File: config.mk
export PLATFORM = sky130hd
export DESIGN_NAME = dru_load_ctrl
export DESIGN_NICKNAME = d
export VERILOG_FILES = /design/src/rtl/dru_pkg.sv /design/src/rtl/dru_ldc_watchdog.sv /design/src/rtl/dru_load_ctrl.sv
export SDC_FILE = /design/constraint.sdc
export NUM_CORES = 1
export LEC_CHECK = 0
export ABC_CLOCK_PERIOD_IN_PS = 2500
export BUFFER_PORTS_ARGS = -buffer_cell sky130_fd_sc_hd__buf_2
export CORE_ASPECT_RATIO = 0.6
export CORE_MARGIN = 4
export CORE_UTILIZATION = 40
export CTS_BUF_LIST = sky130_fd_sc_hd__clkbuf_4
export DETAILED_ROUTE_END_ITERATION = 7
export GPL_TIMING_DRIVEN = 1
export PLACE_DENSITY = 0.64
export RECOVER_POWER = 25
export SLEW_MARGIN = 20
export SYNTH_ARGS = -nofsm -noshare
export SYNTH_HDL_FRONTEND = slang
export SYNTH_SLANG_ARGS = --single-unit
export TNS_END_PERCENT = 5
File: constraint.sdc
create_clock -name sys_clk -period 2.5 [get_ports sys_clk]
set_input_delay 0.625 -clock sys_clk [delete_from_list [all_inputs] [get_ports sys_clk]]
set_output_delay 0.625 -clock sys_clk [all_outputs]
set_load 0.05 [all_outputs]
File: src/rtl/dru_pkg.sv
// Shared encodings for the DRU load controller: command opcodes, FSM states and UPLO phase.
package dru_pkg;

  localparam logic [2:0] DRU_OP_CLR     = 3'd0;
  localparam logic [2:0] DRU_OP_LD_UP   = 3'd1;
  localparam logic [2:0] DRU_OP_LD_LO   = 3'd2;
  localparam logic [2:0] DRU_OP_LD_UPLO = 3'd3;
  localparam logic [2:0] DRU_OP_LD_FB1  = 3'd4;
  localparam logic [2:0] DRU_OP_LD_FB2  = 3'd5;

  typedef enum logic [2:0] {
    StIdle,
    StReq,
    StFbw,
    StLoad,
    StClr,
    StDone
  } dru_state_e;

  typedef enum logic {
    PhaseFirst,
    PhaseSecond
  } dru_phase_e;

  function automatic logic is_mem_op(logic [2:0] op);
    return (op == DRU_OP_LD_UP) || (op == DRU_OP_LD_LO) || (op == DRU_OP_LD_UPLO);
  endfunction

  function automatic logic is_fb_op(logic [2:0] op);
    return (op == DRU_OP_LD_FB1) || (op == DRU_OP_LD_FB2);
  endfunction

endpackage

File: src/rtl/dru_ldc_watchdog.sv
// Wait-cycle counter for the DRU load controller; only built with DRU_LDC_TIMEOUT_EN.
module dru_ldc_watchdog #(
  parameter int unsigned Limit = 255
) (
  input  logic clk_i,
  input  logic rst_ni,
  input  logic active_i,
  output logic expired_o
);

  localparam int unsigned CntW = (Limit < 2) ? 1 : $clog2(Limit + 1);
  localparam logic [CntW-1:0] LastCnt = CntW'(Limit - 1);

  logic [CntW-1:0] cnt_q;

  // Held at zero outside a wait state, so each entry into REQ/FBW starts a fresh count.
  always_ff @(posedge clk_i) begin
    if (!rst_ni || !active_i) begin
      cnt_q <= '0;
    end else if (cnt_q != LastCnt) begin
      cnt_q <= cnt_q + CntW'(1);
    end
  end

  assign expired_o = active_i && (cnt_q == LastCnt);

endmodule

File: src/rtl/dru_load_ctrl.sv
// Load/clear sequencer in front of the DRU. Optional wait timeout enabled by DRU_LDC_TIMEOUT_EN.
module dru_load_ctrl
  import dru_pkg::*;
#(
  parameter int unsigned ADDR_W      = 16,
  parameter int unsigned TIMEOUT_CYC = 255
) (
  input  logic              sys_clk,
  input  logic              sys_rst_n,
  input  logic              cmd_valid,
  output logic              cmd_ready,
  input  logic [2:0]        cmd_op,
  input  logic [ADDR_W-1:0] cmd_addr,
  output logic              mem_rd_req,
  output logic [ADDR_W-1:0] mem_rd_addr,
  input  logic              mem_rd_ack,
  input  logic              fb_valid,
  output logic              up_reg32_enable,
  output logic              lo_reg32_enable,
  output logic              reg64_enable1,
  output logic              reg64_enable2,
  output logic              clear_data_regs,
  output logic              busy,
  output logic              done,
  output logic              err
);

  dru_state_e        state_q, state_d;
  dru_phase_e        phase_q, phase_d;
  logic [2:0]        op_q, op_d;
  logic [ADDR_W-1:0] addr_q, addr_d;
  logic              err_d;
  logic              wait_expired;

`ifdef DRU_LDC_TIMEOUT_EN
  dru_ldc_watchdog #(
    .Limit (TIMEOUT_CYC)
  ) u_watchdog (
    .clk_i     (sys_clk),
    .rst_ni    (sys_rst_n),
    .active_i  ((state_q == StReq) || (state_q == StFbw)),
    .expired_o (wait_expired)
  );
`else
  logic unused_timeout_cfg;
  assign unused_timeout_cfg = ^TIMEOUT_CYC;
  assign wait_expired       = 1'b0;
`endif

  always_comb begin
    state_d = state_q;
    phase_d = phase_q;
    op_d    = op_q;
    addr_d  = addr_q;
    err_d   = 1'b0;
    unique case (state_q)
      StIdle: begin
        if (cmd_valid) begin
          op_d    = cmd_op;
          addr_d  = cmd_addr;
          phase_d = PhaseFirst;
          if (cmd_op == DRU_OP_CLR)  state_d = StClr;
          else if (is_mem_op(cmd_op)) state_d = StReq;
          else if (is_fb_op(cmd_op))  state_d = StFbw;
          else                        state_d = StDone;
        end
      end
      StReq: begin
        // An ack arriving in the expiry cycle still wins.
        if (mem_rd_ack) begin
          state_d = StLoad;
        end else if (wait_expired) begin
          state_d = StDone;
          err_d   = 1'b1;
        end
      end
      StFbw: begin
        if (fb_valid) begin
          state_d = StLoad;
        end else if (wait_expired) begin
          state_d = StDone;
          err_d   = 1'b1;
        end
      end
      StLoad: begin
        if (op_q == DRU_OP_LD_UPLO && phase_q == PhaseFirst) begin
          addr_d  = addr_q + ADDR_W'(1);
          phase_d = PhaseSecond;
          state_d = StReq;
        end else begin
          state_d = StDone;
        end
      end
      StClr:   state_d = StDone;
      StDone:  state_d = StIdle;
      default: state_d = StIdle;
    endcase
  end

  // Outputs are decoded from the next state and registered, so they track state_q exactly.
  always_ff @(posedge sys_clk) begin
    if (!sys_rst_n) begin
      state_q         <= StIdle;
      phase_q         <= PhaseFirst;
      op_q            <= '0;
      addr_q          <= '0;
      cmd_ready       <= 1'b1;
      mem_rd_req      <= 1'b0;
      up_reg32_enable <= 1'b0;
      lo_reg32_enable <= 1'b0;
      reg64_enable1   <= 1'b0;
      reg64_enable2   <= 1'b0;
      clear_data_regs <= 1'b0;
      busy            <= 1'b0;
      done            <= 1'b0;
      err             <= 1'b0;
    end else begin
      state_q         <= state_d;
      phase_q         <= phase_d;
      op_q            <= op_d;
      addr_q          <= addr_d;
      cmd_ready       <= (state_d == StIdle);
      mem_rd_req      <= (state_d == StReq);
      up_reg32_enable <= (state_d == StLoad) &&
                         ((op_d == DRU_OP_LD_UP) ||
                          (op_d == DRU_OP_LD_UPLO && phase_d == PhaseFirst));
      lo_reg32_enable <= (state_d == StLoad) &&
                         ((op_d == DRU_OP_LD_LO) ||
                          (op_d == DRU_OP_LD_UPLO && phase_d == PhaseSecond));
      reg64_enable1   <= (state_d == StLoad) && (op_d == DRU_OP_LD_FB1);
      reg64_enable2   <= (state_d == StLoad) && (op_d == DRU_OP_LD_FB2);
      clear_data_regs <= (state_d == StClr);
      busy            <= (state_d != StIdle);
      done            <= (state_d == StDone);
      err             <= err_d;
    end
  end

  assign mem_rd_addr = addr_q;

endmodule

Word-level counts from Yosys, hierarchy flattened
Index checks and enable logic that the tools add are counted.

storage, ports and cells
  bits of input ports = 24
  output and inout bits = 26
  bits in registers = 32

cells by class
  mux-type cells = 16
  reduce and logical (&&, ||, !) cells = 18
  eq/ne operators = 21
  bitwise gates (word level) = 2
  add/sub/neg operators = 1

operators with widths
  cell                                            count
  two-way mux 16 bit                              2
  one-hot mux 16 bit (2 select lines)             1
  two-way mux 3 bit                               9
  == test 3 x 2 -> 1 bit (second input constant)  8
  == test 3 bit (second input constant)           7
  adder 16 x 1 -> 16 bit (second input constant)  1
  one-hot mux 3 bit (5 select lines)              1
  == test 3 x 1 -> 1 bit (second input constant)  4
  zero test 3 bit                                 3
  logical AND 1 bit                               7
  logical OR 1 bit                                5
  != test 2 bit (second input constant)           2
  AND reduction 3 bit                             1
  nonzero test 3 bit                              1
  two-way mux 1 bit                               2
  inverter 1 bit                                  2
  one-hot mux 1 bit (2 select lines)              1
  nonzero test 2 bit                              1

Depth between registers and ports, before layout
  word-level depth = 9
  gate-level depth with buffers = 6
  mapped depth without buffers = 5

Worst setup path after synthesis
Ideal clock, no wire load.

  path kind = register -> register
  from = reg addr_q[4] (netlist: mem_rd_addr[4])
  to = reg addr_q[15] (netlist: mem_rd_addr[15])
  required time = 2.370 ns
  cell stages (with the launch flop) = 6
  arrival = 1.792 ns
  clock period less this slack = 1.921 ns
  setup slack = 0.579 ns
  cell sequence = dfxtp_1 buf_2 nand3_1 or4_1 o2111ai_1 o211ai_1

between the ends
  cells in the longest elaborated chain, start to end = 3

ends and longest elaborated chain
  item                                 line                  source
  start: declaration                   dru_load_ctrl.sv:31   logic [ADDR_W-1:0] addr_q, addr_d;
  start signal: assignment             dru_load_ctrl.sv:121  addr_q <= addr_d;
  adder 16 x 1 -> 16 bit               dru_load_ctrl.sv:87   addr_d = addr_q + ADDR_W'(1);
  two-way mux 16 bit                   dru_load_ctrl.sv:86   if (op_q == DRU_OP_LD_UPLO && phase_q == PhaseFirst) begin
  one-hot mux 16 bit (2 select lines)  dru_load_ctrl.sv:56   unique case (state_q)

Every way passes these cells. The select of a mux whose other input is x is not followed.
A chain may end at the register's enable or synchronous reset.

Worst setup path after layout
  from = reg state_q[1]
  to = reg addr_q[6] (netlist: mem_rd_addr[6])

between the ends
  cells in the longest elaborated chain, start to end = 3
  elaborated cells on any way between the ends = 7

ends and longest elaborated chain
  item                                                                  line                  source
  start: declaration                                                    dru_load_ctrl.sv:28   dru_state_e state_q, state_d;
  start signal: assignment                                              dru_load_ctrl.sv:103  state_q <= StIdle;
  start signal: assignment                                              dru_load_ctrl.sv:118  state_q <= state_d;
  == test 3 x 2 -> 1 bit or zero test 3 bit (tied branches)             dru_load_ctrl.sv:56
  != test 2 bit (no source line) or nonzero test 2 bit (tied branches)  -
  AND reduction 3 bit (no source line)                                  -

Several ways; a longest one is shown, not always the timed one.

==> key figures <==
STA
  – Setup violators final: 0
  – Min cycle time layout: 1.98 ns
  – Final Hold Vio Count: 0
  – Rel. slew slack: 0.599
  – Fmax: 506 MHz
  – Fin Clk Skew: 0.00702 ns
  – Max Transition Viols Final: 0
  – Slew at the pin closest to its max-slew limit: 0.599 ns
  – RSZ-0062 raised after global routing: false
  – Final setup margin: 0.524 ns
  – Setup TNS Final: 0 ns
  – Tcrit/Tclk final: 0.790

Power and ir drop
  – Power Internal: 0.962 mW
  – VDD IR-drop max: 0.000297 V
  – Net switching power: 0.660 mW
  – PwrDens: 767 nW/µm²
  – Clock share of power: 0.250
  – Leakage: 0.834 nW
  – Sequential Power Share: 0.411
  – Sw Ratio: 0.407
  – Combinational Power Share: 0.340

Global routing
  – Largest net degree at the start of global routing: 21
  – Gr usage total: 0.184
  – Vias in the first global route: 1558
  – Antenna violations before repair: 0
  – Global-route wire length before repair: 7990 µm
  – GRT Residual Overflow: 0

Clock tree
  – H-Tree Depth: 2
  – CTS tree: built
  – Total CTS buffers: 5
  – CTS resizes: 0
  – Worst-Skew Late Latency: 0.33 ns
  – Longest Clk Path Bufs: 2
  – # Post-CTS Setup Buffers: 0
  – Clock Sinks: 32
  – Clock transition at the registers of the reported paths: 0.11 ns
  – Hold buffer count at cts: 0
  – Root Driver: clkbuf_4

Worst setup path
  – Setup CP Type: reg2reg
  – Max Fanout on Critical Path: 20
  – Crit path DAT: 2.23 ns
  – Worst EP required: 2.76 ns
  – Crit path launch type: register
  – Setup slack, reg-to-reg: 0.52 ns
  – CP endpoint kind: register

Drt
  – Drt wl/cell: 15.2 µm
  – DRT Wirelength: 4880 µm
  – Pre-antenna DRT Iters: 4
  – Post-route ant nets: 0
  – DR iter-0 viols: 159
  – Via density: 5.50
  – # DRC: 0
  – Via count: 1772

Synth
  – Synth warn: 0
  – #FFs+latches synth: 32
  – Prevailing post-synth register cell: dfxtp_1
  – Async SR Flop Fraction: 0
  – Syn_nets: 240
  – Syn Inst Count: 215
  – Post-synthesis sequential area ratio: 0.360
  – Cell Area, Synth: 1780 µm²
  – Synth unique cells: 57
  – Average size of a mapped cell: 8.27 µm²
  – Post-synth EDFFs: 0

Cells and area
  – Commonest non-fill, non-tap cell in the layout: buf_2
  – Number of flip-flops in the largest register: 16
  – Share of cells above drive strength 1: 0.233
  – Final Util: 0.505
  – Layout Cells excl Fill: 322
  – Commonest cells after routing, fill and taps aside: buf_2, dfxtp_1, nor2_1, nand2_1, a21oi_1
  – N_diodes: 0
  – Nets: 286
  – Area Overhead vs Synth: 18.9%

Outcome
  – Status: finished clean

Hold path
  – Hold WC Path Type: reg2reg

Floorplanning
  – Row Count: 18
  – Die ar.: 5610 µm²
  – Die Span X: 94.1 µm
  – Die extent in y: 59.6 µm
  – Core area: 4190 µm²
  – Initial Util: 0.424
  – I/O pin count: 50

Placement
  – HPWL Detailed: 3600 µm
  – Post-place setup slack: 0.404 ns
  – Port bufs: 48
  – Placer Congestion: 0.807
  – Number of placed cells counting well taps: 314

Job
  – Max cap viols: 0
[per-stage QoR]
step	total power, mW	instance area [µm²]	hold slack [ns]
2_1_floorplan	1.10	1780	0.499
3_3_place_gp	1.23	2060	0.507
3_5_place_dp	1.23	2060	0.514
4_1_cts	1.63	2140	0.530
5_1_grt	1.70	2110	0.562
6_report	1.62	2110	0.533
[Yosys cell counts, types with 2 or more instances]
library cell  number  share of area
nor3b_1            2         0.0084
a22o_1             4          0.020
nand3_1            6          0.017
a32o_1             4          0.023
a32oi_1            2         0.0099
o211ai_1           3          0.013
o22ai_1            3          0.011
inv_1              4         0.0084
and2_0             4          0.014
nor2_1            22          0.046
nor3_1             8          0.023
a21o_1             2         0.0084
nand4_1            5          0.018
and3_1             2         0.0070
a21oi_1           15          0.042
and2_1             2         0.0070
or3_1              4          0.014
o21ai_0           12          0.034
clkbuf_1           8          0.017
buf_2              4          0.011
and4_1             3          0.015
mux2i_1            3          0.017
a31oi_1            4          0.014
buf_4              2         0.0084
nand2b_1           2         0.0070
nand4b_1           2         0.0099
dfxtp_1           32           0.36
nor4_1             4          0.014
nand2_1           19          0.040
[path summary, 6_finish.rpt]
| path | from | end | depth (start not counted) |
|---|---|---|---|
| max | state_q[1]$_SDFF_PN0_ | mem_rd_addr[6]$_SDFFE_PN0P_ | 5 |
| min | mem_rd_addr[15]$_SDFFE_PN0P_ | mem_rd_addr[15]$_SDFFE_PN0P_ | 2 |
| max reg2reg | state_q[1]$_SDFF_PN0_ | mem_rd_addr[6]$_SDFFE_PN0P_ | 5 |
| min reg2reg | mem_rd_addr[15]$_SDFFE_PN0P_ | mem_rd_addr[15]$_SDFFE_PN0P_ | 2 |
[metal layers]
layer / wire (µm) / GRT usage
met1: 2730 / 0.299
met2: 1790 / 0.235
met3: 349 / 0.0482
met4: 16 / 0.0309
met5: 0 / 0
[layout make-up]
cell class	instances	area (µm²)
timing repair buffer	54	273
inverter	4	15.0
clock inverter	2	35.0
tap	60	75.1
clock buffer	6	45.0
fill	444	2070
sequential	32	641
multi-input combinational	164	1030
[power by group through the flow]
stage	clock [mW]	combinational, mW	sequential (mW)
6_report	0.405	0.551	0.666
5_1_grt	0.430	0.593	0.681
4_1_cts	0.407	0.559	0.663
3_5_place_dp	0	0.557	0.675
3_3_place_gp	0	0.554	0.674
2_1_floorplan	0	0.277	0.819
[worst max-delay path, stage by stage (launching register included)]
cell and delay (ns):
dfxtp_1 0.52, nand3b_1 0.49, buf_4 0.39, nor4_1 0.25, o21ai_0 0.10, a21oi_1 0.14
[kinds of logic after synthesis]
kind of cell | Yosys count | synth area share
AOI/OAI and AO/OA | 60 | 0.232
adders and majority gates | 1 | 0.00704
buffers and inverters | 19 | 0.0514
DFF | 32 | 0.360
muxes | 4 | 0.0232
other | 1 | 0.00211
and+or+nand+nor | 98 | 0.324
Power figures use the tool's default switching activity.
